`src/rtl/fsm_multi_timeout.sv`:
```
// Array of independent one-hot job-control FSMs (IDLE/BUSY/WAIT/ERROR) with a
// per-channel WAIT timeout, sticky ERROR, and aggregate busy/error status.

module fsm_mt_ch #(
  parameter int TIMEOUT_W = 8,
  parameter int TIMEOUT   = 16
) (
  input  logic       i_clk,
  input  logic       i_rst,
  input  logic       start,
  input  logic       finish,
  input  logic       wait_req,
  input  logic       resume,
  input  logic       clear,
  output logic [3:0] state,
  output logic       timeout
);
  typedef enum logic [3:0] {
    S_IDLE = 4'b0001,
    S_BUSY = 4'b0010,
    S_WAIT = 4'b0100,
    S_ERR  = 4'b1000
  } state_e;

  localparam logic [TIMEOUT_W-1:0] CNT_LAST = TIMEOUT_W'(TIMEOUT - 1);

  // Kept as a plain vector so a corrupted (non-one-hot) value is representable.
  logic [3:0]           state_q;
  state_e               state_d;
  logic [TIMEOUT_W-1:0] cnt_q, cnt_d;
  logic                 tmo_q;

  always_comb begin
    state_d = S_ERR;
    cnt_d   = cnt_q;
    case (state_q)
      S_IDLE: state_d = start ? S_BUSY : S_IDLE;
      S_BUSY: begin
        if (finish)        state_d = S_IDLE;
        else if (wait_req) begin
          state_d = S_WAIT;
          cnt_d   = '0;
        end
        else               state_d = S_BUSY;
      end
      S_WAIT: begin
        // Resume in the last WAIT cycle beats the timeout.
        if (resume)                 state_d = S_BUSY;
        else if (cnt_q == CNT_LAST) state_d = S_ERR;
        else begin
          state_d = S_WAIT;
          cnt_d   = cnt_q + TIMEOUT_W'(1);
        end
      end
      S_ERR:  state_d = clear ? S_IDLE : S_ERR;
      default: begin
        state_d = S_ERR;
        cnt_d   = '0;
      end
    endcase
  end

  always_ff @(posedge i_clk or posedge i_rst) begin
    if (i_rst) begin
      state_q <= S_IDLE;
      cnt_q   <= '0;
      tmo_q   <= 1'b0;
    end else begin
      state_q <= state_d;
      cnt_q   <= cnt_d;
      tmo_q   <= (state_d == S_ERR) && (state_q != S_ERR);
    end
  end

  assign state   = state_q;
  assign timeout = tmo_q;
endmodule

module fsm_multi_timeout #(
  parameter int NUM_CH    = 4,
  parameter int TIMEOUT_W = 8,
  parameter int TIMEOUT   = 16,
  parameter int CNT_W     = $clog2(NUM_CH + 1)
) (
  input  logic                i_clk,
  input  logic                i_rst,
  input  logic [NUM_CH-1:0]   i_start,
  input  logic [NUM_CH-1:0]   i_finish,
  input  logic [NUM_CH-1:0]   i_wait,
  input  logic [NUM_CH-1:0]   i_resume,
  input  logic [NUM_CH-1:0]   i_clear,
  output logic [4*NUM_CH-1:0] o_state,
  output logic [NUM_CH-1:0]   o_timeout,
  output logic                o_err_any,
  output logic [CNT_W-1:0]    o_busy_count
);
  if (NUM_CH < 1 || TIMEOUT < 1 || TIMEOUT > (1 << TIMEOUT_W)) begin : g_param_chk
    $error("fsm_multi_timeout: illegal NUM_CH/TIMEOUT/TIMEOUT_W");
  end

  logic [NUM_CH-1:0] busy, err;

  for (genvar c = 0; c < NUM_CH; c++) begin : g_ch
    fsm_mt_ch #(.TIMEOUT_W(TIMEOUT_W), .TIMEOUT(TIMEOUT)) u_ch (
      .i_clk   (i_clk),
      .i_rst   (i_rst),
      .start   (i_start[c]),
      .finish  (i_finish[c]),
      .wait_req(i_wait[c]),
      .resume  (i_resume[c]),
      .clear   (i_clear[c]),
      .state   (o_state[4*c +: 4]),
      .timeout (o_timeout[c])
    );
    assign busy[c] = o_state[4*c+1];
    assign err[c]  = o_state[4*c+3];
  end

  assign o_err_any = |err;

  always_comb begin
    o_busy_count = '0;
    for (int c = 0; c < NUM_CH; c++)
      o_busy_count = o_busy_count + CNT_W'(busy[c]);
  end
endmodule

```
`config.mk`:
```
export PLATFORM = sky130hd
export DESIGN_NAME = fsm_multi_timeout
export DESIGN_NICKNAME = d
export VERILOG_FILES = /design/src/rtl/fsm_multi_timeout.sv
export SDC_FILE = /design/constraint.sdc
export NUM_CORES = 1
export LEC_CHECK = 0
export ABC_AREA = 1
export BUFFER_PORTS_ARGS = -buffer_cell sky130_fd_sc_hd__buf_2
export CAP_MARGIN = 0
export CELL_PAD_IN_SITES_DETAIL_PLACEMENT = 1
export CELL_PAD_IN_SITES_GLOBAL_PLACEMENT = 1
export CORE_MARGIN = 3
export CORE_UTILIZATION = 43
export DETAILED_ROUTE_END_ITERATION = 7
export HOLD_SLACK_MARGIN = 0.15
export PLACE_DENSITY_LB_ADDON = 0.1
export RECOVER_POWER = 25
export SLEW_MARGIN = 20
export SYNTH_ARGS = -nofsm -noshare
export SYNTH_HDL_FRONTEND = slang
export SYNTH_HIERARCHICAL = 1
export SYNTH_SLANG_ARGS = --single-unit
export TNS_END_PERCENT = 20
```
`constraint.sdc`:
```
create_clock -name i_clk -period 2.6 [get_ports i_clk]
set_input_delay 0.39 -clock i_clk [delete_from_list [all_inputs] [get_ports i_clk]]
set_output_delay 0.39 -clock i_clk [all_outputs]
set_load 0.01 [all_outputs]
```
==> metrics.yaml, run 1 <==
route.detailed.drc: 0
max-slew-margin-rel: 0.6107
maxSlewViolCount: 0
dpl.hpwl_um: 6750
postRouteAntennaNets: 0
end_kind: "output pin"
post_cts_buffers: 0
regArea_mm2: 0.001306
drt-met1-wl_um: 3931
tns_ps: 0
cts_sinks: 52
max_freq_mhz: 415.5
p_leak_nw: 2.007
layout_min_cycle_time_ps: 2407
cp_max_fo: 4
worstSetupStartpointType: "flop"
dr_wl_met3_um: 258
crit_type: "flop to output pin"
cts_tree: "done"
cp.arrival_ps: 2020
synth-seq-cells: 52
synth_nets: 488
clk_pin_slew_ps: 100
io_pins: 46
multi_input_area_mm2: 0.001873
route.met2.wl_um: 4276
fillers: 1026
grt_use_total: 0.2008
grt.overflow.total: 0
antenna_found_initial: 0
post_route_cells_drive_above_1_share: 0.2436
numPlacedInstances: 602
ys_seq_area_frac: 0.3772
layout.nets: 537
synthDistinctLibCells: 27
portBuffers: 45
path_cells: "inv_1 -> fa_1 -> inv_1 -> ha_1 -> ha_1 -> buf_2"
status: "finished, final reports clean"
vias: 3124
rsz0062_at_grt: "false"
hold_start: "i_start[1]"
place.gp.congestion: 0.7797
initial_utilization: 0.4459
dieArea_mm2: 0.009167
synth_cells: 459
die-height_um: 95.75
grt_pass1_wl_um: 14410
ir_worst_vdd_mv: 0.3039
worst_pin_slew_ps: 583.3
slowest_stage: "fa_1"
grt_start_max_net_pins: 17
fin_crit_sh: 0.9256
cts_buffers: 5
routed_wl_um: 8565
setup_viol: 0
clkLatencyLatePin_ps: 310
critical_path.top_delay_family: "adder cells"
crit_required_ps: 2210
power.total_w: 0.002780
hold_path_depth: 2
holdCritPathClass: "input port to flop"
ys_warn_count: 6
viasPerCell: 5.113
pwr_density_cell_mw_per_mm2: 712.5
grt_pass1_vias: 3124
rows: 32
highest_layer: "met4"
drv_cap: 0
syn_area_mm2: 0.003463
reg2reg_to: "g_ch[2].u_ch/cnt_q[5]"
worstHoldEndpoint: "g_ch[1].u_ch/state[0]"
area_growth_pct: 12.64
slowest_delay_ps: 540
firstDrtPassIters: 4
drtIter0Drc: 51
clk_path_buf_depth: 2
root_buffer: "clkbuf_8"
post_drt_wl_per_cell_um: 14.02
core_area_mm2: 0.007767
finalHoldViolCount: 0
antenna_cells: 0
timing.rr.start: "g_ch[2].u_ch/cnt_q[0]"
skew_ps: 2.977
rrSetupSlack_ps: 1180
cts_max_level: 2
critPathBufInv: 3
syn_area_per_cell_um2: 7.545
ff2ff_path_depth: 8
final_cells: 611
die_x_um: 95.75
worst max-delay path by stage:
stage / endpoint / slack [ps] / start / depth (start not counted)
4_1_cts: o_busy_count[1] / 160 / g_ch[0].u_ch/state[1] / 6
3_3_place_gp: o_busy_count[1] / 600 / g_ch[0].u_ch/state[1] / 6
3_5_place_dp: o_busy_count[1] / 520 / g_ch[0].u_ch/state[1] / 6
5_1_grt: o_busy_count[1] / 60 / g_ch[0].u_ch/state[1] / 6
6_report: o_busy_count[1] / 190 / g_ch[0].u_ch/state[1] / 6
2_1_floorplan: o_busy_count[1] / 650 / g_ch[0].u_ch/state[1] / 5
timing repair:
action / CTS / global route
hold buffers: 1 / 0
endpoints found under the hold margin: 36 / 0
resized for setup: 0 / 0
through the flow:
stage                     utilization  worst slack, ps  area (µm²)  hold WS [ps]
final                          0.5023            193.4        3901         289.6
after CTS                      0.5024            162.6        3902         272.9
after global routing           0.5023            58.93        3901         282.9
after floorplan                     -            645.5        3463         266.2
after detailed placement       0.4855            515.3        3771         481.6
after global placement         0.4855            601.4        3771         479.6
kinds of logic after synthesis:
group | after synthesis | synth area share
and+or+nand+nor | 299 | 0.4382
adders and majority gates | 7 | 0.02746
buffers and inverters | 65 | 0.08201
AOI/OAI and AO/OA | 36 | 0.07514
DFF | 52 | 0.3772
synth_stat cells, drive strengths merged:
master    n  area share
inv      61       0.069
nand2   157        0.19
nand3    52       0.092
o22ai     4      0.0072
buf       4       0.013
a21boi    4      0.0087
dfstp     4       0.030
o21ai    12       0.022
or2       4      0.0072
o221ai    8       0.020
o211ai    4      0.0087
nor3      4      0.0058
fa        1      0.0058
ha        6       0.022
o21bai    4      0.0087
dfrtp    48        0.35
nor2     66        0.11
nand4    16       0.029
final cells by class:
type / count / share of cell area
multi-input cells: 342 / 0.4801
flip-flops and latches: 52 / 0.3348
clock buffers: 6 / 0.02117
repair buffers: 46 / 0.05997
clock inverters: 2 / 0.009942
well taps: 102 / 0.03271
inverters: 61 / 0.06126
metal layers:
| metal | global-route usage | vias up |
|---|---|---|
| met5 | 0 | - |
| met4 | 0.05806 | 0 |
| met3 | 0.02267 | 7 |
| met2 | 0.3631 | 45 |
| met1 | 0.2512 | 1498 |
| li1 | - | 1574 |
cell usage in the layout (no fill, tap or decap), types with 6 or more instances in the layout:
master | Yosys | layout
nand2_1 | 137 | 137
inv_1 | 53 | 53
dfrtp_1 | 48 | 48
nor2_1 | 46 | 46
buf_2 | 0 | 44
nand3_1 | 40 | 40
nand2_2 | 16 | 16
nand4_1 | 16 | 16
nand3_2 | 12 | 12
nor2_2 | 8 | 8
nor2_4 | 8 | 8
o221ai_1 | 8 | 8
o21ai_1 | 8 | 8
ha_1 | 6 | 6
clkbuf_8 | 0 | 6
registers in the layout, indices dropped and copies added (netlist names):
register	flops
g_ch.u_ch/state	16
g_ch.u_ch/cnt_q	32
g_ch.u_ch/timeout	4
power breakdown:
part	total (W)	internal, W	switching (W)
logic	0.00110	0.000364	0.000734
clock network	0.000612	0.000316	0.000296
registers	0.00107	0.000932	0.000138
(Power assumes the default switching activity.)
==> inputs of run 2 (changes only) <==
--- a/config.mk
+++ b/config.mk
@@ -15,2 +15,3 @@
 export DETAILED_ROUTE_END_ITERATION = 7
+export GPL_TIMING_DRIVEN = 0
 export HOLD_SLACK_MARGIN = 0.15
--- a/constraint.sdc
+++ b/constraint.sdc
@@ -3,2 +3,2 @@
 set_output_delay 0.39 -clock i_clk [all_outputs]
-set_load 0.01 [all_outputs]
+set_load 0.05 [all_outputs]
==> run 2 against run 1 <==
Effect of this change:
- sequential power about the same
- worst setup slack worse by 76 ps
- flip-flop and latch count unchanged
- cell count up 0.65%
- clock skew up 6.6 ps
- total power up 12%
- critical path type unchanged
==> metrics.yaml, run 2 (synthesized netlist as in run 1, its figures left out) <==
pwr-share-comb: 0.461  # was 0.395
grt_use_total: 0.1954  # was 0.2008
clk_path_buf_depth: 2  # unchanged
rsz0062_at_grt: "false"  # unchanged
final_common_cell: "nand2_1"  # unchanged
setup_viol: 0  # unchanged
final_cells: 615  # was 611
clk_pin_slew_ps: 100  # about the same
layout.nets: 541  # was 537
worstSetupStartpointType: "flop"  # unchanged
grt_pass1_vias: 3202  # was 3,124
cts_tree: "done"  # unchanged
maxSlewViolCount: 0  # unchanged
post_drt_wl_per_cell_um: 13.66  # was 14.02 µm
grt_pass1_wl_um: 14400  # was 14,410 µm
internal-power_w: 0.001614  # was 0.001612 W
numPlacedInstances: 606  # was 602
portBuffers: 45  # unchanged
root_buffer: "clkbuf_8"  # unchanged
holdCritPathClass: "input port to flop"  # unchanged
p_leak_nw: 2.030  # was 2.007 nW
pwr_density_cell_mw_per_mm2: 786.1  # was 712.5 mW/mm²
p_clk_frac: 0.194  # was 0.220
finalHoldViolCount: 0  # unchanged
area_growth_pct: 13.98  # was 12.64%
cts_max_level: 2  # unchanged
die_x_um: 95.75  # unchanged
route.detailed.drc: 0  # unchanged
antenna_cells: 0  # unchanged
switching_share: 0.4798  # was 0.4201
seqPwrFrac: 0.344  # was 0.385
dpl.hpwl_um: 6730  # was 6750 µm
routed_wl_um: 8402  # was 8565 µm
largest_reg_flops: 32  # unchanged
grt.overflow.total: 0  # unchanged
slowest_delay_ps: 540  # about the same
vias: 3169  # was 3,124
status: "finished, final reports clean"  # unchanged
dieArea_mm2: 0.009167  # unchanged
tns_ps: 0  # unchanged
rows: 32  # unchanged
place_area_mm2: 0.003816  # was 0.003771 mm²
max-slew-margin-rel: 0.6429  # was 0.6107
io_pins: 46  # unchanged
viasPerCell: 5.153  # was 5.113
layout_min_cycle_time_ps: 2483  # was 2407 ps
firstDrtPassIters: 4  # unchanged
drv_cap: 0  # unchanged
switchingPower_w: 0.001489  # was 0.001168 W
die-height_um: 95.75  # unchanged
slowest_stage: "fa_1"  # unchanged
final_util: 0.5082  # was 0.5023
drtIter0Drc: 105  # was 51
max_freq_mhz: 402.8  # was 415.5 MHz
fin_crit_sh: 0.9549  # was 0.9256
postRouteAntennaNets: 0  # unchanged
cts_sinks: 52  # unchanged
fillers: 1003  # was 1,026
top_register: "g_ch.u_ch/cnt_q"  # unchanged
crit_type: "flop to output pin"  # unchanged
cts_buffers: 5  # unchanged
post_route_cells_drive_above_1_share: 0.2515  # was 0.2436
clkLatencyLatePin_ps: 300  # was 310 ps
skew_ps: 9.615  # was 2.977 ps
place.gp.congestion: 0.7764  # was 0.7797
cp_max_fo: 4  # unchanged
grt_start_max_net_pins: 17  # unchanged
ir_worst_vdd_mv: 0.4119  # was 0.3039 mV
antenna_found_initial: 0  # unchanged
worst_pin_slew_ps: 535.0  # was 583.3 ps
end_kind: "output pin"  # unchanged
stdcell_area_mm2: 0.003948  # was 0.003901 mm²
path_cells: "inv_1 -> fa_1 -> inv_1 -> ha_1 -> ha_1 -> buf_2"  # unchanged
crit_required_ps: 2210  # about the same
initial_utilization: 0.4459  # unchanged
cp.arrival_ps: 2090  # was 2020 ps
core_area_mm2: 0.007767  # unchanged
mostFrequentLayoutCells: "nand2_1, inv_1, dfrtp_1"  # unchanged
[run 2: area by class of cell]
class                           instances  area [µm²]  area share
Tap cell                              102       127.6     0.03233
Clock buffer                            6       82.58     0.02092
Clock inverter                          2       38.79    0.009826
Multi-Input combinational cell        342        1873      0.4745
Inverter                               61       239.0     0.06054
Buffer                                  4       45.04     0.01141
Sequential cell                        52        1308      0.3312
Timing Repair Buffer                   46       234.0     0.05927
[run 2: what timing repair did]
item	in CTS	in global routing
endpoints found under the hold margin	15	0
setup buffers	0	0
endpoints found under the setup margin	0	1
resized for setup	0	1
hold buffers	1	0
[run 2: metrics by stage]
step	power, W	setup WS [ps]	hold WS, ps
5_1_grt	0.003303	10.57	289.7
2_1_floorplan	0.002193	115.7	266.2
6_report	0.003103	117.2	294.2
3_3_place_gp	0.002509	407.6	473.6
3_5_place_dp	0.002537	388.5	486.0
4_1_cts	0.003148	36.04	286.7
[run 2: critical path: cells and delay by family (launching register included)]
family                   cells  cell delay, ps
adder cells (fa/ha/maj)      3             970
buffers and inverters        3             370
flip-flops                   1             450
[run 2: final timing paths]
| check | slack, ps | start | cells past startpoint | to |
|---|---|---|---|---|
| worst max-delay path | 120 | g_ch[0].u_ch/state[1] | 6 | o_busy_count[1] |
| max in group asynchronous | 1500 | i_rst | 3 | g_ch[0].u_ch/state[1] |
| min in group asynchronous | 720 | i_rst | 3 | g_ch[3].u_ch/cnt_q[2] |
| worst max register to register | 1160 | g_ch[3].u_ch/cnt_q[0] | 8 | g_ch[3].u_ch/cnt_q[5] |
| worst min register to register | 540 | g_ch[2].u_ch/cnt_q[1] | 2 | g_ch[2].u_ch/cnt_q[1] |
| worst min-delay path | 290 | i_start[1] | 2 | g_ch[1].u_ch/state[0] |
[run 2: layer usage]
| layer | GRT usage | wire length (µm) | up-vias |
|---|---|---|---|
| li1 | - | - | 1582 |
| met1 | 0.2505 | 3809 | 1527 |
| met2 | 0.3486 | 4241 | 51 |
| met3 | 0.02346 | 261 | 9 |
| met4 | 0.04976 | 90 | 0 |
| met5 | 0 | 0 | - |
[run 2: power by group through the flow]
stage / Combinational, W / Sequential [W] / Clock (W)
floorplan: 0.000780 / 0.00141 / 0
global placement: 0.00143 / 0.00108 / 0
detailed placement: 0.00145 / 0.00109 / 0
CTS: 0.00146 / 0.00107 / 0.000621
global route: 0.00156 / 0.00109 / 0.000655
finish: 0.00143 / 0.00107 / 0.000603
